**src/rtl/spi_master.sv**
```systemverilog
// rtl/spi_master.sv - SPI mode-0 master, MSB first, valid/ready byte load
// Optional back-to-back frames under one SSEL: SPI_MASTER_BURST_EN
module spi_master #(
    parameter int WIDTH   = 8,
    parameter int CLK_DIV = 4
) (
    input  logic             CLK,
    input  logic             RST,
    input  logic [WIDTH-1:0] tx_data,
    input  logic             tx_valid,
    output logic             tx_ready,
    output logic [WIDTH-1:0] rx_data,
    output logic             rx_valid,
    output logic             busy,
    output logic             SCK,
    output logic             MOSI,
    input  logic             MISO,
    output logic             SSEL
);
    localparam int BW = $clog2(WIDTH + 1);
    localparam logic [7:0]    DIV_LAST = 8'(CLK_DIV - 1);
    localparam logic [BW-1:0] BIT_LAST = BW'(WIDTH);

    typedef enum logic [2:0] {IDLE, LEAD, SHIFT, TRAIL, GAP} state_t;

    state_t           state;
    state_t           state_n;
    logic [7:0]       div_cnt;
    logic [BW-1:0]    bit_cnt;
    logic [WIDTH-1:0] tx_shift;
    logic [WIDTH-1:0] rx_shift;
    logic             phase_end;
    logic             accept;

    assign phase_end = (div_cnt == DIV_LAST);

`ifdef SPI_MASTER_BURST_EN
    // The last TRAIL cycle may chain straight into the next frame's LEAD.
    assign tx_ready = !RST && ((state == IDLE) || ((state == TRAIL) && phase_end));
`else
    assign tx_ready = !RST && (state == IDLE);
`endif

    assign accept = tx_valid && tx_ready;
    // MOSI is always the top of the transmit shifter; cleared outside a frame.
    assign MOSI   = tx_shift[WIDTH-1];

    always_ff @(posedge CLK) begin
        if (RST) begin
            state <= IDLE;
        end else begin
            state <= state_n;
        end
    end

    always_comb begin
        state_n = state;
        case (state)
            IDLE:    if (accept) state_n = LEAD;
            LEAD:    if (phase_end) state_n = SHIFT;
            SHIFT:   if (phase_end && SCK && (bit_cnt == BIT_LAST)) state_n = TRAIL;
            TRAIL:   if (phase_end) state_n = accept ? LEAD : GAP;
            GAP:     if (phase_end) state_n = IDLE;
            default: state_n = IDLE;
        endcase
    end

    always_ff @(posedge CLK) begin
        if (RST) begin
            div_cnt  <= '0;
            bit_cnt  <= '0;
            tx_shift <= '0;
            rx_shift <= '0;
            rx_data  <= '0;
            rx_valid <= 1'b0;
            busy     <= 1'b0;
            SCK      <= 1'b0;
            SSEL     <= 1'b1;
        end else begin
            rx_valid <= 1'b0;
            div_cnt  <= (state == IDLE || phase_end) ? 8'd0 : div_cnt + 8'd1;
            case (state)
                IDLE: begin
                    if (accept) begin
                        tx_shift <= tx_data;
                        SSEL     <= 1'b0;
                        busy     <= 1'b1;
                    end
                end
                LEAD: begin
                    if (phase_end) begin
                        SCK      <= 1'b1;
                        rx_shift <= {rx_shift[WIDTH-2:0], MISO};
                        bit_cnt  <= BW'(1);
                    end
                end
                SHIFT: begin
                    if (phase_end) begin
                        if (SCK) begin
                            SCK <= 1'b0;
                            // The final falling edge leaves MOSI on the LSB through TRAIL.
                            if (bit_cnt != BIT_LAST) begin
                                tx_shift <= {tx_shift[WIDTH-2:0], 1'b0};
                            end
                        end else begin
                            SCK      <= 1'b1;
                            rx_shift <= {rx_shift[WIDTH-2:0], MISO};
                            bit_cnt  <= bit_cnt + BW'(1);
                        end
                    end
                end
                TRAIL: begin
                    if (phase_end) begin
                        rx_data  <= rx_shift;
                        rx_valid <= 1'b1;
                        if (accept) begin
                            tx_shift <= tx_data;
                        end else begin
                            tx_shift <= '0;
                            SSEL     <= 1'b1;
                            busy     <= 1'b0;
                        end
                    end
                end
                default: ;
            endcase
        end
    end
endmodule

```
**config.mk**
```make
export PLATFORM = sky130hd
export DESIGN_NAME = spi_master
export DESIGN_NICKNAME = d
export VERILOG_FILES = /design/src/rtl/spi_master.sv
export SDC_FILE = /design/constraint.sdc
export NUM_CORES = 1
export LEC_CHECK = 0
export CAP_MARGIN = 20
export CORE_MARGIN = 8
export CORE_UTILIZATION = 49
export CTS_CLUSTER_SIZE = 14
export DETAILED_ROUTE_END_ITERATION = 10
export GPL_ROUTABILITY_DRIVEN = 0
export PLACE_DENSITY = 0.75
export SETUP_SLACK_MARGIN = 0.15
export SYNTH_ARGS = -nofsm -noshare
export SYNTH_HDL_FRONTEND = slang
export SYNTH_SLANG_ARGS = --single-unit
```
**constraint.sdc**
```tcl
create_clock -name CLK -period 2.2 [get_ports CLK]
set_clock_uncertainty 0.15 [all_clocks]
set_input_delay 0.55 -clock CLK [delete_from_list [all_inputs] [get_ports CLK]]
set_output_delay 0.55 -clock CLK [all_outputs]
set_load 0.01 [all_outputs]
```
# Yosys cells after proc, flatten, opt, wreduce, memory -nomap -nowiden
# Index checks and enable logic that the tools add are counted.
# word_totals
regBits,43
# op_classes
addsub,2
eq_ne,17
mux,35
bitwise,1
n_reduce_logical,18
# ops
cell,n
$mux 8,9
$pmux 8 s3,1
$ne 2x2->1 const B,10
$mux 3,6
$pmux 8 s2,1
$pmux 3 s5,1
$mux 4,3
$mux 1,10
$add 8x1->8 const B,1
$eq 8x2->1 const B,1
$pmux 4 s2,1
$reduce_and 4->1,2
$eq 3x2->1 const B,2
$pmux 1 s2,3
$reduce_and 6->1,1
$reduce_and 5->1,1
$add 4x1->4 const B,1
$eq 4x4->1 const B,1
$logic_and 1x1->1,4
$ne 4x4->1 const B,1
$reduce_bool 2->1,2
$reduce_or 2->1,2
$eq 3x1->1 const B,1
$eq 3x3->1 const B,1
7 further kinds,7

# Longest topological paths before layout
# logic_depth
depth_word,6
depth_mapped,8

# Least setup slack after synthesis
# Ideal clock, no wire load.
# synth_path
path_kind,reg2reg
from,register div_cnt[0]
to,register tx_shift[7]
setup_ns,0.070
arrival_ns,1.856
required_time_ns,1.980
path_slack_ns,0.123
path_stages_with_launch,9
n_path_buf,2
path_cell_list,dfxtp_1 ha_1 nor4b_4 and2_1 buf_6 a41oi_4 buf_6 or3_1 a21oi_1
# synth_between
elab_chain_cells,3
elab_cells_between_ends,4
classes_between,eq/ne: 3; reduce/logical: 1
# synth_rtl
item,line,source
start: declaration,28,logic [7:0] div_cnt;
start signal: assignment,81,div_cnt <= (state == IDLE || phase_end) ? 8'd0 : div_cnt + 8'd1;
$eq 8x2->1 (*),35,assign phase_end = (div_cnt == DIV_LAST);
$ne 2x2->1 (no line),n/a,
$reduce_and 6->1 (no line) (*),n/a,
end signal: assignment,85,tx_shift <= tx_data;
end signal: assignment,103,"tx_shift <= {tx_shift[WIDTH-2:0], 1'b0};"
end signal: assignment,117,tx_shift <= tx_data;
end: declaration,30,logic [WIDTH-1:0] tx_shift;
# Mark *: on every way between the ends. The rest lies on a longest branch, timed or not.
# A chain may end at the register's enable or synchronous reset.

# Final worst setup path
# layout_path
from,register SCK
to,output port SCK
# layout_rtl
item,line,source
start: declaration,15,"output logic SCK,"
start signal: assignment,77,SCK <= 1'b0;
start signal: assignment,92,SCK <= 1'b1;
start signal: assignment,100,SCK <= 1'b0;
# No word-level cell between the ends.

==> run_results.csv <==
group,metric,value,unit
die,rows,23,
yosys,synthCells,229,
worst_setup_path,crit_path_max_fanout,9,
worst_setup_path,critPathMaxStageDelay,0.58,ns
sta,finalSetupTns,0,ns
yosys,synth-xor-area-share,3.13,%
clocking,cts.path.max_buffers,2,
sta,slew_violations,0,
yosys,synth_top_family_by_area,"simple AND/OR/NAND/NOR gates",
placement,dp_slack,-0.287,ns
placement,dp_hpwl,2.73,mm
sta,max_freq,493,MHz
clocking,clock-sinks,43,
yosys,syn_avg_cell_area,8.55,um2
die,die_w,79.2,um
drt,vias_per_cell,5.47,
worst_setup_path,critPathRequiredTime,1.50,ns
sta,setup_viol,0,
die,initial_core_util,50.0,%
worst_setup_path,start_kind,"flip-flop",
sta,max_slew.worst_pin.slew,0.487,ns
worst_setup_path,end_kind,"output port",
drt,ant_nets,0,
clocking,clk_pin_slew,0.08,ns
sta,max_slew_margin,67.5,%
clocking,postCtsHoldBufs,0,
status,status,"finished clean",
yosys,ys_seq_area_share,44.0,%
global_route,track_usage,13.9,%
worst_setup_path,crit_type,"reg2out",
clocking,clkLatencyLatePin,0.29,ns
global_route,antenna_found_initial,0,
yosys,synth-compound-area-share,17.0,%
sta,fin_ws,0.173,ns
yosys,synth-seq-cells,43,
drt,drt-total-wl,4.28,mm
die,ioPinCount,26,
placement,portBuffers,25,
yosys,yosysWarnings,0,
drt,firstDrtPassIters,4,
drt,drcViolationCount,0,
worst_setup_path,cp_cell_sequence,"clkdlybuf4s50_1",
job,maxCapViolCount,0,
global_route,gr-total-overflow,0,
final_layout,multiInputGateArea,1030,um2
final_layout,nNetsFinal,280,
die,dieArea,6270,um2
drt,wire_per_inst,13.5,um
yosys,synth_cell_types,39,
sta,hold_viol_final,0,
clocking,root_buffer,"clkbuf_8",
clocking,numCtsBuffers,5,
yosys,synth-main-ff-cell,"dfxtp_1",
yosys,synth_edf_count,0,
worst_setup_path,path_buf_inv,1,
pwr,power_density,660,nW/um2
global_route,grt_max_degree,37,
worst_setup_path,cp_top_family,"buffers and inverters",
final_layout,register_area,866,um2
final_layout,layout-drive-gt1-share,15.4,%
global_route,grt_pass1_wl,7.27,mm
yosys,yosys.area_share.adder,1.92,%
sta,finalCritPeriodShare,92.1,%
yosys,syn-cell-area,1960,um2
sta,finalCriticalPeriod,2.03,ns
yosys,synthSimpleGateAreaFrac,24.3,%
pwr,vdd.ir_drop.worst,334,uV
sta,grt_setup_unrepaired,"yes",
final_layout,diodes,0,
final_layout,final_area,2460,um2
clocking,cts_tree,"done",
final_layout,area_growth,25.7,%
drt,num_vias,1727,
yosys,muxShareOfSynthArea,4.09,%
worst_setup_path,critical_path_arrival,1.33,ns
die,core-area,3910,um2
yosys,syn_nets,244,
pwr,leakage,0.875,nW
worst_setup_path,crit_path_top_delay_cell,"clkdlybuf4s50_1",
yosys,synthArstFlopShare,0,%
min_path,hold_path.class,"reg2reg",
clocking,h-tree-depth,2,
placement,placed_area,2300,um2
die,fp.dieH,79.2,um
global_route,grt_pass1_vias,1651,
final_layout,final.fill_count,361,
drt,dr.first_iter.drc_count,115,
## cell usage in the layout, fill, tap and decap left out, drive strengths merged, types with 2 or more instances in the layout
| master | count |
|---|---|
| dfxtp | 43 |
| nor2 | 25 |
| clkdlybuf4s50 | 24 |
| nand2 | 22 |
| buf | 21 |
| a21oi | 18 |
| a31oi | 11 |
| o21ai | 11 |
| mux2i | 8 |
| and2 | 8 |
| or3 | 8 |
| nand3 | 7 |
| inv | 6 |
| clkbuf | 6 |
| xor2 | 5 |
| nor3 | 5 |
| nor2b | 4 |
| nand2b | 3 |
| and3 | 3 |
| ha | 3 |
| nand3b | 2 |
| xnor2 | 2 |
| a311oi | 2 |
| o31ai | 2 |
| a41oi | 2 |
## power breakdown
part / internal [mW] / switching, mW / total, mW
combinational: 0.141 / 0.158 / 0.300
sequential: 0.819 / 0.0256 / 0.845
clock: 0.222 / 0.257 / 0.479
total: 1.18 / 0.441 / 1.62
## routing by layer
| metal | track usage (%) | wire [um] |
|---|---|---|
| met4 | 5.56 | 107 |
| met5 | 0 | 0 |
| met1 | 16.5 | 1980 |
| met2 | 23.6 | 2030 |
| met3 | 2.93 | 168 |
## flip-flops by register name (all words and copies together), names as in the netlist, 3 cells and up
signal    cells
rx_data       8
state         3
tx_shift      8
div_cnt       8
bit_cnt       4
rx_shift      8
## metrics by stage
step	util [%]	hold WS, ns	std cells	power (mW)
after floorplan	-	0.265	229	1.04
final	62.9	0.294	316	1.62
after CTS	61.8	0.309	314	1.62
after global placement	58.8	0.285	302	1.12
after detailed placement	58.8	0.298	302	1.13
after global routing	62.9	0.304	316	1.71
## cells in the mapped netlist (6+ instances only)
cell type | count | area share, %
dfxtp_1 | 43 | 44
nor2_1 | 25 | 4.8
nand2_1 | 22 | 4.2
a21oi_1 | 18 | 4.6
a31oi_1 | 11 | 3.5
o21ai_0 | 11 | 2.8
clkbuf_1 | 9 | 1.7
and2_1 | 8 | 2.6
mux2i_1 | 8 | 4.1
or3_1 | 8 | 2.6
nand3_1 | 7 | 1.8
inv_1 | 6 | 1.2
## worst paths after layout
kind,start,cells past startpoint,endpoint,slack [ns]
hold / removal,div_cnt[0]$_SDFF_PP0_,1,div_cnt[0]$_SDFF_PP0_,0.29
setup reg to reg,div_cnt[0]$_SDFF_PP0_,7,tx_shift[1]$_SDFFE_PP0P_,0.21
hold reg to reg,div_cnt[0]$_SDFF_PP0_,1,div_cnt[0]$_SDFF_PP0_,0.29
setup / recovery,SCK$_SDFFE_PP0P_,1,SCK,0.17
## area by class of cell
cell class | instances | share of cell area, %
Sequential cell | 43 | 35.2
Clock inverter | 2 | 0.509
Timing Repair Buffer | 45 | 16.1
Multi-Input combinational cell | 164 | 41.8
Tap cell | 50 | 2.54
Inverter | 6 | 0.916
Clock buffer | 6 | 2.95
## cell families after synthesis
family / after synthesis
buffers and inverters: 23
muxes: 8
AOI/OAI and AO/OA: 52
and+or+nand+nor: 93
DFF: 43
adders and majority gates: 3
xor gates and xnor gates: 7
## what timing repair did
item                       4_1_cts  5_1_grt
resized for setup                9        5
gates cloned                     0        1
pin swaps                        1        1
setup endpoints to repair        9       13
setup buffers                    4        1
No activity file was read; power rests on OpenSTA's default activity.
